===== config.mk =====
export PLATFORM = sky130hd
export DESIGN_NAME = sipo_deserializer_flat
export DESIGN_NICKNAME = d
export VERILOG_FILES = /design/src/rtl/sipo_deserializer_if.sv /design/src/rtl/sipo_deserializer.sv /design/src/flat_wrapper.sv
export SDC_FILE = /design/constraint.sdc
export NUM_CORES = 1
export LEC_CHECK = 0
export BUFFER_PORTS_ARGS = -buffer_cell sky130_fd_sc_hd__buf_2
export CORE_UTILIZATION = 35
export DETAILED_ROUTE_END_ITERATION = 12
export HOLD_SLACK_MARGIN = 0.05
export PLACE_DENSITY = 0.66
export SKIP_LAST_GASP = 1
export SLEW_MARGIN = 20
export SYNTH_ARGS = -nofsm -noshare
export SYNTH_HDL_FRONTEND = slang
export SYNTH_SLANG_ARGS = --single-unit

===== constraint.sdc =====
create_clock -name clk -period 2.1 [get_ports clk]
set_input_delay 0.315 -clock clk [delete_from_list [all_inputs] [get_ports clk]]
set_output_delay 0.315 -clock clk [all_outputs]
set_load 0.005 [all_outputs]

===== src/rtl/sipo_deserializer_if.sv =====
`default_nettype none
// ============================================================================
// Module      : sipo_deserializer_if
// Description : Serial-in / parallel-out handshake bundle. The producer and
//               consumer side (master) drives the serial bits and the output
//               ready. The deserializer side (slave) returns the ready, the
//               word, its valid flag and the partial bit count.
// Revision    : 1.0 - initial release
// ============================================================================
interface sipo_deserializer_if #(
    parameter int WIDTH = 4
);
    localparam int CW = $clog2(WIDTH);

    logic             sin;
    logic             sin_valid;
    logic             sin_ready;
    logic [WIDTH-1:0] pout;
    logic             pout_valid;
    logic             pout_ready;
    logic [CW-1:0]    bit_cnt;

    modport master (
        output sin,
        output sin_valid,
        input  sin_ready,
        input  pout,
        input  pout_valid,
        output pout_ready,
        input  bit_cnt
    );

    modport slave (
        input  sin,
        input  sin_valid,
        output sin_ready,
        output pout,
        output pout_valid,
        input  pout_ready,
        output bit_cnt
    );
endinterface
`default_nettype wire


===== src/rtl/sipo_deserializer.sv =====
`default_nettype none
// ============================================================================
// Module      : sipo_deserializer
// Description : Collects a one-bit stream into WIDTH-bit words and presents
//               them on a valid/ready port. The shift register doubles as a
//               one-word skid buffer, so the serial side keeps running at one
//               bit per cycle while the consumer stalls for up to one word.
// Revision    : 1.0 - initial release
// ============================================================================
module sipo_deserializer #(
    parameter int WIDTH     = 4,
    parameter bit MSB_FIRST = 1'b0
) (
    input  logic                 clk,
    input  logic                 rst,
    sipo_deserializer_if.slave   bus
);
    localparam int            CW     = $clog2(WIDTH);
    localparam logic [CW-1:0] C_LAST = CW'(WIDTH - 1);

    // Occupancy: ONE = a word on pout, TWO = a second word parked in sr.
    typedef enum logic [1:0] {
        ST_EMPTY = 2'd0,
        ST_ONE   = 2'd1,
        ST_TWO   = 2'd2
    } occ_t;

    occ_t             state_q, state_d;
    logic [WIDTH-1:0] sr_q, sr_d;
    logic [WIDTH-1:0] pout_q, pout_d;
    logic [CW-1:0]    cnt_q, cnt_d;

    logic             w_sin_ready;
    logic             w_pout_valid;
    logic             w_accept;
    logic             w_fire;
    logic             w_last;
    logic [CW-1:0]    w_pos;
    logic [WIDTH-1:0] w_word;

    // Ready depends only on registered state; no path from pout_ready.
    assign w_sin_ready  = (state_q != ST_TWO);
    assign w_pout_valid = (state_q != ST_EMPTY);
    assign w_accept     = bus.sin_valid & w_sin_ready;
    assign w_fire       = w_pout_valid & bus.pout_ready;
    assign w_last       = w_accept & (cnt_q == C_LAST);
    assign w_pos        = MSB_FIRST ? (C_LAST - cnt_q) : cnt_q;

    assign bus.sin_ready  = w_sin_ready;
    assign bus.pout_valid = w_pout_valid;
    assign bus.pout       = pout_q;
    assign bus.bit_cnt    = cnt_q;

    // Current shift register contents with the incoming bit merged in.
    always_comb begin
        w_word = sr_q;
        for (int i = 0; i < WIDTH; i++) begin
            if (CW'(i) == w_pos) begin
                w_word[i] = bus.sin;
            end
        end
    end

    // Next-state: bit collection, word placement and drain of the skid word.
    always_comb begin
        state_d = state_q;
        sr_d    = sr_q;
        pout_d  = pout_q;
        cnt_d   = cnt_q;

        if (w_accept) begin
            // Writing the merged word even on the last bit is harmless: every
            // position gets overwritten before the next word completes.
            sr_d  = w_word;
            cnt_d = w_last ? '0 : cnt_q + CW'(1);
        end

        case (state_q)
            ST_EMPTY: begin
                if (w_last) begin
                    pout_d  = w_word;
                    state_d = ST_ONE;
                end
            end
            ST_ONE: begin
                if (w_last) begin
                    if (w_fire) begin
                        pout_d = w_word;
                    end else begin
                        state_d = ST_TWO;
                    end
                end else if (w_fire) begin
                    state_d = ST_EMPTY;
                end
            end
            ST_TWO: begin
                if (w_fire) begin
                    pout_d  = sr_q;
                    state_d = ST_ONE;
                end
            end
            default: begin
                state_d = ST_EMPTY;
            end
        endcase
    end

    // State register with synchronous reset discarding partial and parked words.
    always_ff @(posedge clk) begin
        if (rst) begin
            state_q <= ST_EMPTY;
            sr_q    <= '0;
            pout_q  <= '0;
            cnt_q   <= '0;
        end else begin
            state_q <= state_d;
            sr_q    <= sr_d;
            pout_q  <= pout_d;
            cnt_q   <= cnt_d;
        end
    end
endmodule
`default_nettype wire


===== src/flat_wrapper.sv =====
// flat-port wrapper written by rule: the top's interface ports become plain ports
module sipo_deserializer_flat 
#(
    parameter int WIDTH     = 4,
    parameter bit MSB_FIRST = 1'b0
)
  (clk, rst, bus_sin, bus_sin_valid, bus_sin_ready, bus_pout, bus_pout_valid, bus_pout_ready, bus_bit_cnt);
  sipo_deserializer_if #(.WIDTH(WIDTH)) bus_i ();
  input  logic clk;
  input  logic rst;
  input wire logic [$bits(bus_i.sin)-1:0] bus_sin;
  input wire logic [$bits(bus_i.sin_valid)-1:0] bus_sin_valid;
  output wire logic [$bits(bus_i.sin_ready)-1:0] bus_sin_ready;
  output wire logic [$bits(bus_i.pout)-1:0] bus_pout;
  output wire logic [$bits(bus_i.pout_valid)-1:0] bus_pout_valid;
  input wire logic [$bits(bus_i.pout_ready)-1:0] bus_pout_ready;
  output wire logic [$bits(bus_i.bit_cnt)-1:0] bus_bit_cnt;
  assign bus_i.sin = bus_sin;
  assign bus_i.sin_valid = bus_sin_valid;
  assign bus_sin_ready = bus_i.sin_ready;
  assign bus_pout = bus_i.pout;
  assign bus_pout_valid = bus_i.pout_valid;
  assign bus_i.pout_ready = bus_pout_ready;
  assign bus_bit_cnt = bus_i.bit_cnt;
  sipo_deserializer #(.WIDTH(WIDTH), .MSB_FIRST(MSB_FIRST)) u_core (.clk(clk), .rst(rst), .bus(bus_i));
endmodule

Word level (Yosys, flattened, before mapping)
Cells that the tools add are included.

Add/sub/neg operators: 1. Eq/ne operators: 13. Mux-type cells: 16. Bitwise gates (word level): 3. Reduce and logical (&&, ||, !) cells: 6.

Operators by type and width (number): 2-to-1 mux 4 bit (4); 2-to-1 mux 2 bit (6); case mux 4 bit (3 select lines) (1); != test 2 x 1 -> 1 bit, second input constant (4); case mux 2 bit (3 select lines) (1); AND reduction 5 bit (1); == test 2 bit, first input constant (2); == test 2 bit, second input constant (2); zero test 2 bit (2); 2-to-1 mux 1 bit (4); AND reduction 4 bit (1); AND 1 bit (3); != test 3 x 1 -> 1 bit, second input constant (1); != test 3 bit, second input constant (1); nonzero test 3 bit (1); adder 2 x 1 -> 2 bit, second input constant (1); == test 1 x 2 -> 1 bit, first input constant (1); == test 2 x 1 -> 1 bit, second input constant (1); != test 2 bit, second input constant (1); nonzero test 2 bit (1).

Flip-flop bits (word level): 12.

Depth between registers and ports, before layout
Word-level depth: 5. Mapped depth: 5. Gate-level depth less buffers: 5.

Worst setup path after synthesis
Ideal clock, no wire load.

Path type: reg-to-reg. Start point: reg u_core.cnt_q[0], in the netlist u_core.bus.bit_cnt[0]. End point: reg u_core.pout_q[1], in the netlist u_core.bus.pout[1]. Library setup time: 0.132 ns. Data arrival time: 1.331 ns. Required time: 1.968 ns. Path slack: 0.638 ns. Cell stages (with the launch flop): 6. Path buffers: 0. Clock period less this slack: 1.462 ns. Cell sequence: dfxtp_1 > ha_1 > nand2_1 > o211a_4 > a311oi_1 > nor3_1.

Word-level cells in the longest chain between the ends: 5. Elaborated cells between the ends (all ways): 11. Classes of those cells: 4 x eq/ne; 5 x mux; 1 x bitwise; 1 x reduce/logical.

Ends and longest elaborated chain: start: declaration (RTL line sipo_deserializer.sv:31) `logic [CW-1:0] cnt_q, cnt_d;`; start signal: assignment (RTL line sipo_deserializer.sv:119) `cnt_q <= cnt_d;`; == test 1 x 2 -> 1 bit (RTL line sipo_deserializer.sv:58) `if (CW'(i) == w_pos) begin`; 2-to-1 mux 1 bit (RTL line sipo_deserializer.sv:58); 2-to-1 mux 4 bit (RTL line sipo_deserializer.sv:87) `if (w_fire) begin`; 2-to-1 mux 4 bit (RTL line sipo_deserializer.sv:86) `if (w_last) begin`; case mux 4 bit (3 select lines) (RTL line sipo_deserializer.sv:78) `case (state_q)`; end signal: assignment (RTL line sipo_deserializer.sv:118) `pout_q <= pout_d;`; end: declaration (RTL line sipo_deserializer.sv:30) `logic [WIDTH-1:0] pout_q, pout_d;`.

Several ways; a longest one is shown, not always the timed one. The select of a mux whose other input is x is not followed. A chain may end at the register's enable or synchronous reset.

Final worst setup path
Same ends and word-level chain as after synthesis.

==> metrics.yaml <==
grt_setup_unrepaired: "false"
peakVddDrop_mv: 0.395
insertion_delay_ns: 0.26
path_clk_slew_ns: 0.07
worst_pin_slew_ns: 0.495
grt_start_max_net_pins: 17
cts_setup_buffers: 0
drc: 0
setup_viol: 0
ys_seq_area_share_pct: 37.9
n_fill_cell: 167
grt_pass1_vias: 428
ys_types: 22
cp_top_family: "compound AO/OA/AOI/OAI gates"
root_buffer: "clkbuf_4"
drtAntennaViolNets: 0
hold_path.class: "input pin to flop"
nets: 93
viasPerCell: 4.93
drt_first_iter_violations: 7
crit_path_cell_trace: "ha_1, nand2_1, o211a_4, a311oi_1, nor3_1"
design_area_um2: 731
slowest_stage: "dfxtp_1"
total_power_mw: 0.425
crit_required_ns: 2.25
fin_util_pct: 42.8
ys_ff_latch: 12
critical_path.n_buffers_inverters: 0
track_usage_pct: 13.5
detail_route.wirelength_um: 1180
antenna_found_initial: 0
slew_viol_final: 0
cp-start-kind: "flop"
setup_tns_ns: 0
place_area_um2: 708
cts_resized: 0
p_leak_nw: 0.311
cts_tree: "yes"
maxSlewHeadroom_pct: 67.0
status: "completed"
holdWs_ns: 0.264
port_buffers: 12
die_width_um: 44.6
hold_buffers: 0
grt_pass1_wl_um: 1900
vias: 528
hold_viol: 0
drive_gt1_share_pct: 20.7
endpoint_kind: "flop"
cap_violations: 0
syn_area_per_cell_um2: 8.93
crit_path_max_fanout: 8
clkSinkCount: 12
powerDensity_nw_per_um2: 582
cts_max_level: 1
gp_congestion: 0.743
syn_area_um2: 634
fp.dieArea_um2: 1990
syn_inst: 71
final_period_minus_worst_setup_slack_ns: 1.62
rows: 15
max_freq_ghz: 0.616
finalCritPeriodShare_pct: 77.3
worst-setup-path-type: "flop to flop"
slowest_delay_ns: 0.42
ioPinCount: 13
wl_per_cell_um: 11.0
first_pass_iters: 4
num_antenna_cells: 0
die_h_um: 44.6
start_util_pct: 37.1
grt-ovfl-total: 0
dp_hpwl_um: 872
ys_warn_count: 0
core_area_um2: 1710
syn_to_final_growth_pct: 15.2
syn_nets: 80
cts_buffers: 3
cts_buffer_depth: 2
finClkSkew_ns: 0.000350
crit_arrival_ns: 1.78
-- per-layer routing --
| layer | vias to the layer above | global-route usage, % | wire [µm] |
|---|---|---|---|
| li1 | 275 | - | - |
| met1 | 241 | 17.2 | 597 |
| met2 | 10 | 19.7 | 510 |
| met3 | 2 | 6.12 | 62 |
| met4 | 0 | 5.45 | 12 |
| met5 | - | 0 | 0 |
-- registers in the layout, summed over array words and instances, names as in the netlist --
name	count
u_core.bus.pout	4
u_core.bus.bit_cnt	2
u_core.state_q	2
u_core.sr_q	4
-- cell usage in the layout, fill, tap and decap left out --
master / netlist / layout
a21boi_0: 5 / 5
a21o_1: 1 / 1
a21oi_1: 3 / 3
a311oi_1: 4 / 4
buf_2: 2 / 12
clkbuf_4: 0 / 3
dfxtp_1: 12 / 12
ha_1: 4 / 4
inv_1: 2 / 2
mux2i_1: 4 / 4
nand2_1: 4 / 4
nand2b_1: 1 / 1
nand3_1: 6 / 6
nand3b_1: 2 / 2
nand4b_1: 1 / 1
nor2_1: 5 / 5
nor2b_1: 4 / 4
nor3_1: 5 / 5
o211a_4: 1 / 1
o21a_1: 1 / 1
or2_4: 1 / 1
or3_1: 1 / 1
-- cell usage after synthesis (all sizes together) --
cell / count / share of area (%)
nor3: 5 / 3.9
mux2i: 4 / 6.3
nand3: 6 / 4.7
nand2: 4 / 2.4
clkbuf: 2 / 1.2
or2: 1 / 1.4
nor2: 5 / 3.0
a21oi: 3 / 2.4
o211a: 1 / 2.8
nor2b: 4 / 3.9
nand3b: 2 / 2.4
ha: 4 / 7.9
or3: 1 / 0.99
nand4b: 1 / 1.4
buf: 2 / 1.6
o21a: 1 / 1.2
dfxtp: 12 / 38
a21o: 1 / 1.2
inv: 2 / 1.2
nand2b: 1 / 0.99
a311oi: 4 / 5.5
a21boi: 5 / 5.9
-- stage by stage --
step	std cells	worst slack, ns
after detailed placement	104	0.484
after global placement	104	0.501
after floorplan	71	0.638
final	107	0.477
after global routing	107	0.377
after CTS	107	0.473
-- area by class of cell --
| class | count | area (µm²) | area share (%) |
|---|---|---|---|
| Clock buffer | 3 | 22.5 | 3.08 |
| Inverter | 2 | 7.51 | 1.03 |
| Multi-Input combinational cell | 53 | 369 | 50.5 |
| Sequential cell | 12 | 240 | 32.9 |
| Tap cell | 25 | 31.3 | 4.28 |
| Timing Repair Buffer | 12 | 60.1 | 8.22 |
-- path summary, 6_finish.rpt --
| check | start | to | slack, ns | cells past startpoint |
|---|---|---|---|---|
| hold / removal | bus_pout_ready | u_core.state_q[1]$_SDFFE_PP0P_ | 0.26 | 2 |
| hold reg to reg | u_core.sr_q[2]$_SDFFE_PP0P_ | u_core.sr_q[2]$_SDFFE_PP0P_ | 0.49 | 2 |
| setup / recovery | u_core.bus.bit_cnt[0]$_SDFFE_PP0P_ | u_core.bus.pout[1]$_SDFFE_PP0P_ | 0.48 | 5 |
| setup reg to reg | u_core.bus.bit_cnt[0]$_SDFFE_PP0P_ | u_core.bus.pout[1]$_SDFFE_PP0P_ | 0.48 | 5 |
-- where the power goes --
group / switching, mW / internal, mW
Combinational: 0.0263 / 0.0213
Clock: 0.0705 / 0.0663
Sequential: 0.00623 / 0.235
-- cell families (layout without fill, tap and decap cells) --
kind of cell	count (synthesis)	after routing	share of synthesized area, %
mux	4	4	6.31
flops	12	12	37.9
fa+ha+maj	4	4	7.89
buf+inv	6	17	3.95
simple gates	30	30	25.0
compound gates	15	15	18.9
Note: power is estimated with default switching activity, not from simulation.
